`src/rtl/pipe_ctrl_pkg.sv`:
```
// Shared types and constants for the pipeline sequencer: stall bus layout,
// per-requester stall masks and FSM state encodings.
package pipe_ctrl_pkg;

    localparam int STALL_W = 6;

    typedef logic [STALL_W-1:0] stall_bus_t;

    localparam logic STOP    = 1'b1;
    localparam logic NO_STOP = 1'b0;

    // Each mask holds the requesting stage and everything upstream of it
    localparam stall_bus_t STALL_NONE = 6'b000000;
    localparam stall_bus_t STALL_IF   = 6'b000011;
    localparam stall_bus_t STALL_ID   = 6'b000111;
    localparam stall_bus_t STALL_EX   = 6'b001111;
    localparam stall_bus_t STALL_MEM  = 6'b011111;
    localparam stall_bus_t STALL_ALL  = 6'b111111;
    localparam stall_bus_t STALL_PC   = 6'b000001;

    typedef enum logic [1:0] {
        PC_IDLE  = 2'd0,
        PC_WAIT  = 2'd1,
        PC_FLUSH = 2'd2,
        PC_DRAIN = 2'd3
    } pc_state_e;

endpackage

```
`src/rtl/pipe_ctrl_stall_encoder.sv`:
```
// Priority encoder turning per-stage stall requests into the stall bus.
// The most downstream requester wins so later stages keep draining.
module stall_encoder
    import pipe_ctrl_pkg::*;
(
    input  logic       stallreq_if,
    input  logic       stallreq_id,
    input  logic       stallreq_ex,
    input  logic       stallreq_mem,
    output logic [5:0] stall_mask
);

    always_comb begin
        stall_mask = STALL_NONE;
        if (stallreq_mem) begin
            stall_mask = STALL_MEM;
        end else if (stallreq_ex) begin
            stall_mask = STALL_EX;
        end else if (stallreq_id) begin
            stall_mask = STALL_ID;
        end else if (stallreq_if) begin
            stall_mask = STALL_IF;
        end
    end

endmodule

```
`src/rtl/pipe_ctrl.sv`:
```
// Central pipeline sequencer: merges stall requests, sequences exception
// flushes behind outstanding bus traffic and counts stalled cycles.
module pipe_ctrl
    import pipe_ctrl_pkg::*;
#(
    parameter int CNT_W    = 32,
    parameter int EXC_PC_W = 32
) (
    input  logic                clk,
    input  logic                rst,
    input  logic                stallreq_if,
    input  logic                stallreq_id,
    input  logic                stallreq_ex,
    input  logic                stallreq_mem,
    input  logic                except_valid,
    input  logic [EXC_PC_W-1:0] except_target,
    input  logic                ic_busy,
    input  logic                dc_busy,
    output logic [5:0]          stall,
    output logic                flush,
    output logic [EXC_PC_W-1:0] new_pc,
    output logic [CNT_W-1:0]    stall_cycles
);

    pc_state_e             state;
    pc_state_e             next_state;
    logic [EXC_PC_W-1:0]   target_q;
    logic [5:0]            req_mask;
    logic                  bus_busy;

    assign bus_busy = ic_busy | dc_busy;

    stall_encoder u_stall_encoder (
        .stallreq_if  (stallreq_if),
        .stallreq_id  (stallreq_id),
        .stallreq_ex  (stallreq_ex),
        .stallreq_mem (stallreq_mem),
        .stall_mask   (req_mask)
    );

    always_ff @(posedge clk or posedge rst) begin
        if (rst) begin
            state <= PC_IDLE;
        end else begin
            state <= next_state;
        end
    end

    // Only an exception accepted in IDLE captures a target; younger ones are dropped
    always_ff @(posedge clk or posedge rst) begin
        if (rst) begin
            target_q <= '0;
        end else if (state == PC_IDLE && except_valid) begin
            target_q <= except_target;
        end
    end

    always_comb begin
        next_state = state;
        case (state)
            PC_IDLE: begin
                if (except_valid) begin
                    next_state = bus_busy ? PC_WAIT : PC_FLUSH;
                end
            end
            PC_WAIT: begin
                if (!bus_busy) begin
                    next_state = PC_FLUSH;
                end
            end
            PC_FLUSH: next_state = PC_DRAIN;
            PC_DRAIN: next_state = PC_IDLE;
            default:  next_state = PC_IDLE;
        endcase
    end

    always_comb begin
        stall  = STALL_NONE;
        flush  = 1'b0;
        new_pc = '0;
        case (state)
            PC_IDLE:  stall = req_mask;
            PC_WAIT:  stall = STALL_ALL;
            PC_FLUSH: begin
                flush  = 1'b1;
                new_pc = target_q;
            end
            PC_DRAIN: stall = STALL_PC;
            default:  stall = STALL_NONE;
        endcase
    end

    // Saturating count; a flush does not clear it
    always_ff @(posedge clk or posedge rst) begin
        if (rst) begin
            stall_cycles <= '0;
        end else if (stall != STALL_NONE && stall_cycles != {CNT_W{1'b1}}) begin
            stall_cycles <= stall_cycles + CNT_W'(1);
        end
    end

endmodule

```
`config.mk`:
```
export PLATFORM = sky130hd
export DESIGN_NAME = pipe_ctrl
export DESIGN_NICKNAME = d
export VERILOG_FILES = /design/src/rtl/pipe_ctrl_pkg.sv /design/src/rtl/pipe_ctrl_stall_encoder.sv /design/src/rtl/pipe_ctrl.sv
export SDC_FILE = /design/constraint.sdc
export NUM_CORES = 1
export LEC_CHECK = 0
export BUFFER_PORTS_ARGS = -buffer_cell sky130_fd_sc_hd__buf_4
export CAP_MARGIN = 20
export CORE_ASPECT_RATIO = 1.75
export CORE_UTILIZATION = 40
export CTS_BUF_LIST = sky130_fd_sc_hd__clkbuf_16
export CTS_CLUSTER_DIAMETER = 50
export CTS_CLUSTER_SIZE = 14
export DETAILED_ROUTE_END_ITERATION = 12
export GPL_TIMING_DRIVEN = 0
export PLACE_DENSITY_LB_ADDON = 0.05
export RECOVER_POWER = 100
export SLEW_MARGIN = 20
export SYNTH_ARGS = -nofsm -noshare
export SYNTH_HDL_FRONTEND = slang
export SYNTH_SLANG_ARGS = --single-unit
```
`constraint.sdc`:
```
create_clock -name clk -period 2.6 [get_ports clk]
set_input_delay 0.65 -clock clk [delete_from_list [all_inputs] [get_ports clk]]
set_output_delay 0.65 -clock clk [all_outputs]
set_load 0.1 [all_outputs]
```
==> metrics.md, run 1 <==
| Metric | Value |
|---|---|
| Via count | `2,564` |
| Filler cells | `about 800` |
| Setup WS pre-CTS | `roughly 0.0064 ns` |
| Worst Min Path Start | `target_q[27]` |
| Fin util | `54.6%` |
| H-tree depth | `3` |
| CORE AREA | `around 8000 um^2` |
| CP Class | `input port to output port` |
| Port Buffers | `111` |
| Largest cells by area after synthesis | `dfrtp_1 49%, mux2_2 11%, and2_1 6.2%` |
| Achievable Freq | `390 MHz` |
| Synthesized flop and latch total | `66` |
| Cells after DPL | `approximately 490` |
| All-layer global routing usage | `17.1%` |
| Cell count after synthesis | `around 280` |
| Router iterations before antenna repair | `8` |
| Drt drc | `9` |
| Routability congestion estimate | `0.790` |
| Chip Height | `123 um` |
| Cell at the slowest stage of the critical path | `or4_1` |
| Register area | `between 1500 and 2000 um^2` |
| Routed WL | `7170 um` |
| Vias in the first global route | `about 2,500` |
| Failing checks | `design-rule violations, max-capacitance violations` |
| Outcome | `finished with violations` |
| Crit path max-delay family | `simple AND/OR/NAND/NOR gates` |
| R2r endpoint | `stall_cycles[25]` |
| Crit start category | `input port` |
| TNS Setup | `0 ns` |
| Clk_lat worst skew | `~0.32 ns` |
| DIE WIDTH | `71.1 um` |
| Layout area overhead | `31.0%` |
| Commonest cells after routing, fill and taps aside | `66 x dfrtp_1, 63 x buf_4, 32 x mux2_2` |
| NumNets Final | `453` |
| Syn Nets | `331` |
| Bufs and invs on worst path | `2` |
| GRT overflow | `0` |
| TritonCTS clock tree | `done` |
| Worst r2r src | `state[0]` |
| # setup viols final | `0` |
| R2R setup slack | `around 0.21 ns` |
| Final Cycle Share | `98.6%` |
| Worst path depth | `5` |
| Die area | `8740 um^2` |
| Largest net degree at the start of global routing | `35` |
| Worst R2R Path Depth | `8` |
| # IOs | `112` |
| Vias per inst | `roughly 5` |
| Drt wl/cell | `between 10 and 15 um` |
| Initial Util | `41.7%` |
| Antenna violations before repair | `0` |
| First-pass GRT wire length | `11,500 um` |
| Min-delay worst type | `register to register` |
| Syn_area_per_cell | `11.8 um^2` |
| Min Tclk post-route | `2.56 ns` |
| Final setup margin | `0.0368 ns` |
| Sequential share of the synthesized area | `around half` |
| Most common cell after layout, fill and taps aside | `dfrtp_1` |
| Footprint of the multi-input gates | `1550 um^2` |
| Worst-path cell chain | `buf_4 -> or4_1 -> a21oi_2 -> a21oi_2 -> clkbuf_4` |
| Library cells used by synthesis | `43` |
| Yosys Warn Count | `0` |
| Hold Vio Cnt, Final | `0` |
| Max Transition Viols Final | `0` |
| Number of buffers created by CTS | `9` |
| Antenna diodes | `0` |
| Fin Clk Skew | `0.00751 ns` |
| Hold Path Cell Cnt | `1` |
| Root Buffer | `clkbuf_16` |
| Share of the synthesized area in the top cell type | `49.4%` |
| Hold Path End | `target_q[27]` |
| Critical Path Sink Type | `output port` |
| Clock Sinks | `66` |
| Clock slew seen by the registers of the worst setup and hold paths | `0.05 ns` |
| Max clock buf depth | `2` |
| Crit path arrival time | `1.91 ns` |
| Unrepaired setup endpoints after global routing | `true` |
| Final Non-Filler Cells | `500` |
| Synth area leader | `dfrtp_1` |
| DP HPWL | `5320 um` |
| Share of cells above drive strength 1 | `40.5%` |
| CP peak stage delay | `about 0.57 ns` |
| Top cell by count, worst path | `a21oi_2` |
| WP data required | `1.95 ns` |
| Post-Syn Area | `between 3000 and 4000 um^2` |
| EDFF count, synth | `0` |
| Ys flop type | `dfrtp_1` |
| Worst Tran Pin Value | `1.48 ns` |
| FFs w/ async S/R, synth | `between 90% and 100%` |
| Crit Path Max Fanout | `3` |
| Max-capacitance violation count | `1` |
| Row count | `between 40 and 50` |
| Headroom to the max-slew limit | `1.04%` |
| Final ANT Viol Nets | `0` |
| Initial DRC Count | `80` |
[repair_timing]
action                                  in CTS  in global routing
hold buffers                                 0                  0
setup buffers                                0                  0
endpoints found under the setup margin      34                 31
resized for setup                            5                  1
[flip-flops by register name, indices dropped and copies added (netlist names)]
signal / flops
stall_cycles: 32
state: 2
target_q: 32
[worst max path at each step]
stage | startpoint | end | slack, ns
6_report | stallreq_mem | stall[0] | 0.04
5_1_grt | state[1] | stall[3] | -0.008
4_1_cts | state[0] | new_pc[31] | 0.04
3_5_place_dp | stallreq_mem | stall[0] | 0.006
3_3_place_gp | rst | stall_cycles[3] | -0.64
2_1_floorplan | state[1] | stall[3] | -0.49
[cell families after synthesis]
family,count (synthesis),synth area share (%)
compound gates,15,3.18
xor+xnor,30,7.86
fa+ha+maj,7,2.62
buf+inv,17,2.58
flops,66,49.4
mux,33,11.1
simple gates,115,23.2
[Yosys cell counts (2+ instances only)]
master and number:
a21oi_1 7, and2_1 33, and3_1 2, and4_1 2, buf_1 3, buf_6 3
clkbuf_1 4, dfrtp_1 66, ha_1 7, inv_1 7, mux2_2 32, nand2_1 14
nand3_1 12, nand4_1 9, nand4_2 2, nor2_1 10, nor2b_4 2, nor3_1 3
nor3_2 5, nor3_4 2, nor4_1 4, nor4_2 2, o21ai_0 2, or3_1 2
or4_1 2, xnor2_1 17, xor2_1 13
[worst reg2reg max path, delay by kind of cell (launching register included)]
family	cells	cell delay (ns)
xor gates and xnor gates	1	0.16
and+or+nand+nor	3	0.88
buffers and inverters	2	0.31
DFF	1	0.43
AOI/OAI and AO/OA	1	0.21
adders and majority gates	1	0.27
[per-stage QoR]
step | hold WS, ns | area [um^2]
after global routing | 0.505 | 4380
after detailed placement | 0.485 | 4320
after CTS | 0.358 | 4580
final | 0.492 | 4380
after global placement | 0.478 | 4300
after floorplan | 0.470 | 3360
[layout make-up]
type / count / area share [%]
Timing Repair Buffer: 112 / 16.7
Clock buffer: 9 / 5.14
Multi-Input combinational cell: 200 / 35.4
Clock inverter: 7 / 0.657
Tap cell: 90 / 2.57
Buffer: 9 / 1.23
Inverter: 7 / 0.629
Sequential cell: 66 / 37.7
[layer usage]
layer  global-route usage [%]  wire [um]  up-vias
li1                         -          -     1230
met1                     18.7       2780     1252
met2                     31.2       3900       74
met3                     4.07        404        8
met4                     7.50         91        0
met5                        0          0        -
Power of run 1 is not shown: default switching activity piles up to over one toggle a cycle in this logic, so the estimate is an artifact.
==> run 2: changes to the inputs <==
clock period = 2.89 ns   (was 2.6 ns; I/O delays follow)
==> run 2 against run 1 <==
  * The flow still finishes with violations (design-rule violations, max-capacitance violations)
  * Final cell count unchanged
  * Clock-buffer cell count unchanged
  * Sequential share of layout area up 0.50 points
  * Hold slack about the same
  * Via count down 0.20%
  * Highest routed layer unchanged
==> metrics.md, run 2 (synthesis gave the netlist of run 1 again) <==
| Metric | Value |
|---|---|
| Achievable Freq | `362 MHz` |
| Die area | `8740 um^2 (unchanged)` |
| Most common cell after layout, fill and taps aside | `dfrtp_1` |
| Final hold slack | `0.492 ns (+0.00000400 ns)` |
| Crit start category | `input port` |
| Headroom to the max-slew limit | `1.15% (+0.11 points)` |
| Chip Height | `123 um (unchanged)` |
| Worst Min Path Start | `target_q[27]` |
| Largest net degree at the start of global routing | `35 (unchanged)` |
| Fin Clk Skew | `0.00694 ns (-0.000569 ns)` |
| Max clock buf depth | `2 (unchanged)` |
| Vias in the first global route | `2,518 (+0.20%)` |
| R2r endpoint | `stall_cycles[21]` |
| Hold Vio Cnt, Final | `0 (unchanged)` |
| CORE AREA | `8020 um^2 (unchanged)` |
| Worst r2r src | `state[1]` |
| Clock slew seen by the registers of the worst setup and hold paths | `0.05 ns (about the same)` |
| Register area | `1650 um^2 (unchanged)` |
| Crit Path Max Fanout | `3 (unchanged)` |
| Critical Path Sink Type | `output port` |
| Commonest cells after routing, fill and taps aside | `66 x dfrtp_1, 44 x buf_4, 39 x clkbuf_1` |
| Final ANT Viol Nets | `0 (unchanged)` |
| # IOs | `112 (unchanged)` |
| Layout area overhead | `29.3%` |
| Number of buffers created by CTS | `9 (unchanged)` |
| Failing checks | `design-rule violations, max-capacitance violations` |
| Antenna violations before repair | `0 (unchanged)` |
| DP HPWL | `5320 um (unchanged)` |
| Max Transition Viols Final | `0 (unchanged)` |
| CP Class | `input port to output port` |
| Hold Path End | `target_q[27]` |
| Initial DRC Count | `94 (+18%)` |
| Routability congestion estimate | `0.790 (unchanged)` |
| # setup viols final | `0 (unchanged)` |
| Crit path arrival time | `2.04 ns (+0.13 ns)` |
| DIE WIDTH | `71.1 um (unchanged)` |
| Min Tclk post-route | `2.77 ns` |
| Drt drc | `9 (unchanged)` |
| Hold Path Cell Cnt | `1 (unchanged)` |
| Port Buffers | `111 (unchanged)` |
| Clk_lat worst skew | `0.32 ns (about the same)` |
| Routed WL | `7170 um (about the same)` |
| TritonCTS clock tree | `done` |
| Antenna diodes | `0 (unchanged)` |
| All-layer global routing usage | `17.1% (+0.035 points)` |
| Post-CTS setup buffers | `0 (unchanged)` |
| Final Cycle Share | `95.7%` |
| Footprint of the multi-input gates | `1540 um^2 (-0.89%)` |
| Initial Util | `41.7% (unchanged)` |
| Filler cells | `793 (+0.89%)` |
| Vias per inst | `5.12 (-0.20%)` |
| Via count | `2,559 (-0.20%)` |
| Row count | `43 (unchanged)` |
| Router iterations before antenna repair | `8 (unchanged)` |
| H-tree depth | `3 (unchanged)` |
| Final setup margin | `0.125 ns (+0.0877 ns)` |
| Biggest regs | `stall_cycles (32), target_q (32), state (2)` |
| Worst Tran Pin Value | `1.47 ns (-0.00162 ns)` |
| Outcome | `finished with violations` |
| R2R setup slack | `0.33 ns (+0.12 ns)` |
| Worst R2R Path Depth | `8 (unchanged)` |
| First-pass GRT wire length | `11,500 um (+0.12%)` |
| Post-CTS Hold Buffers | `0 (unchanged)` |
| Drt wl/cell | `14.3 um (about the same)` |
| Setup WS pre-CTS | `0.151 ns (+0.145 ns)` |
| Share of cells above drive strength 1 | `34.4% (-6.1 points)` |
| Root Buffer | `clkbuf_16` |
| Unrepaired setup endpoints after global routing | `false` |
| Min-delay worst type | `register to register` |
| NumNets Final | `453 (unchanged)` |
| Clock Sinks | `66 (unchanged)` |
| GRT overflow | `0 (unchanged)` |
| Max-capacitance violation count | `1 (unchanged)` |
| WP data required | `2.17 ns (+0.22 ns)` |
-- run 2: cell types whose count changed in the layout (fill, tap and decap cells not counted), sizes merged --
cell	previous run	this run
buf	65	46
clkbuf	65	84
-- run 2: how the worst max path moves through the flow --
| stage | endpoint | from | cells past startpoint |
|---|---|---|---|
| after floorplan | stall[3] | state[1] | 6 |
| after global placement | stall_cycles[3] | rst | 2 |
| after detailed placement | stall[0] | stallreq_mem | 5 |
| after CTS | stall[3] | state[1] | 7 |
| after global routing | new_pc[15] | state[0] | 5 |
| final | stall[0] | stallreq_mem | 5 |
-- run 2: critical path: stages --
cell      delay [ns]
buf_4           0.11
or4_1           0.55
a21oi_1         0.28
a21oi_2         0.09
clkbuf_4        0.28
-- run 2: timing repair --
| item | CTS | global route |
|---|---|---|
| setup endpoints to repair | 0 | 4 |
| endpoints found under the hold margin | 0 | 0 |
| resized for setup | 0 | 2 |
-- run 2: final cells by class --
cell class	count	area share, %
Tap cell	90	2.61
Sequential cell	66	38.2
Timing Repair Buffer	112	16.3
Clock inverter	7	0.666
Inverter	7	0.637
Clock buffer	9	5.21
Buffer	9	0.840
Multi-Input combinational cell	200	35.5
-- run 2: layer usage --
| metal | track usage [%] | up-vias | part of all wire (%) |
|---|---|---|---|
| li1 | - | 1227 | - |
| met2 | 31.3 | 77 | 54 |
| met1 | 18.7 | 1245 | 39 |
| met3 | 4.07 | 10 | 5.7 |
| met5 | 0 | - | 0 |
| met4 | 7.50 | 0 | 1.5 |
-- run 2: metrics by stage --
stage | cells | instance area, um^2 | setup TNS, ns | utilization [%]
after global routing | 500 | 4320 | 0 | 53.9
after detailed placement | 485 | 4320 | 0 | 53.9
final | 500 | 4320 | 0 | 53.9
after floorplan | 283 | 3360 | -7.78 | -
after global placement | 484 | 4300 | -27.99 | 53.7
after CTS | 501 | 4580 | 0 | 57.1
Power of run 2 is left out for the same reason.
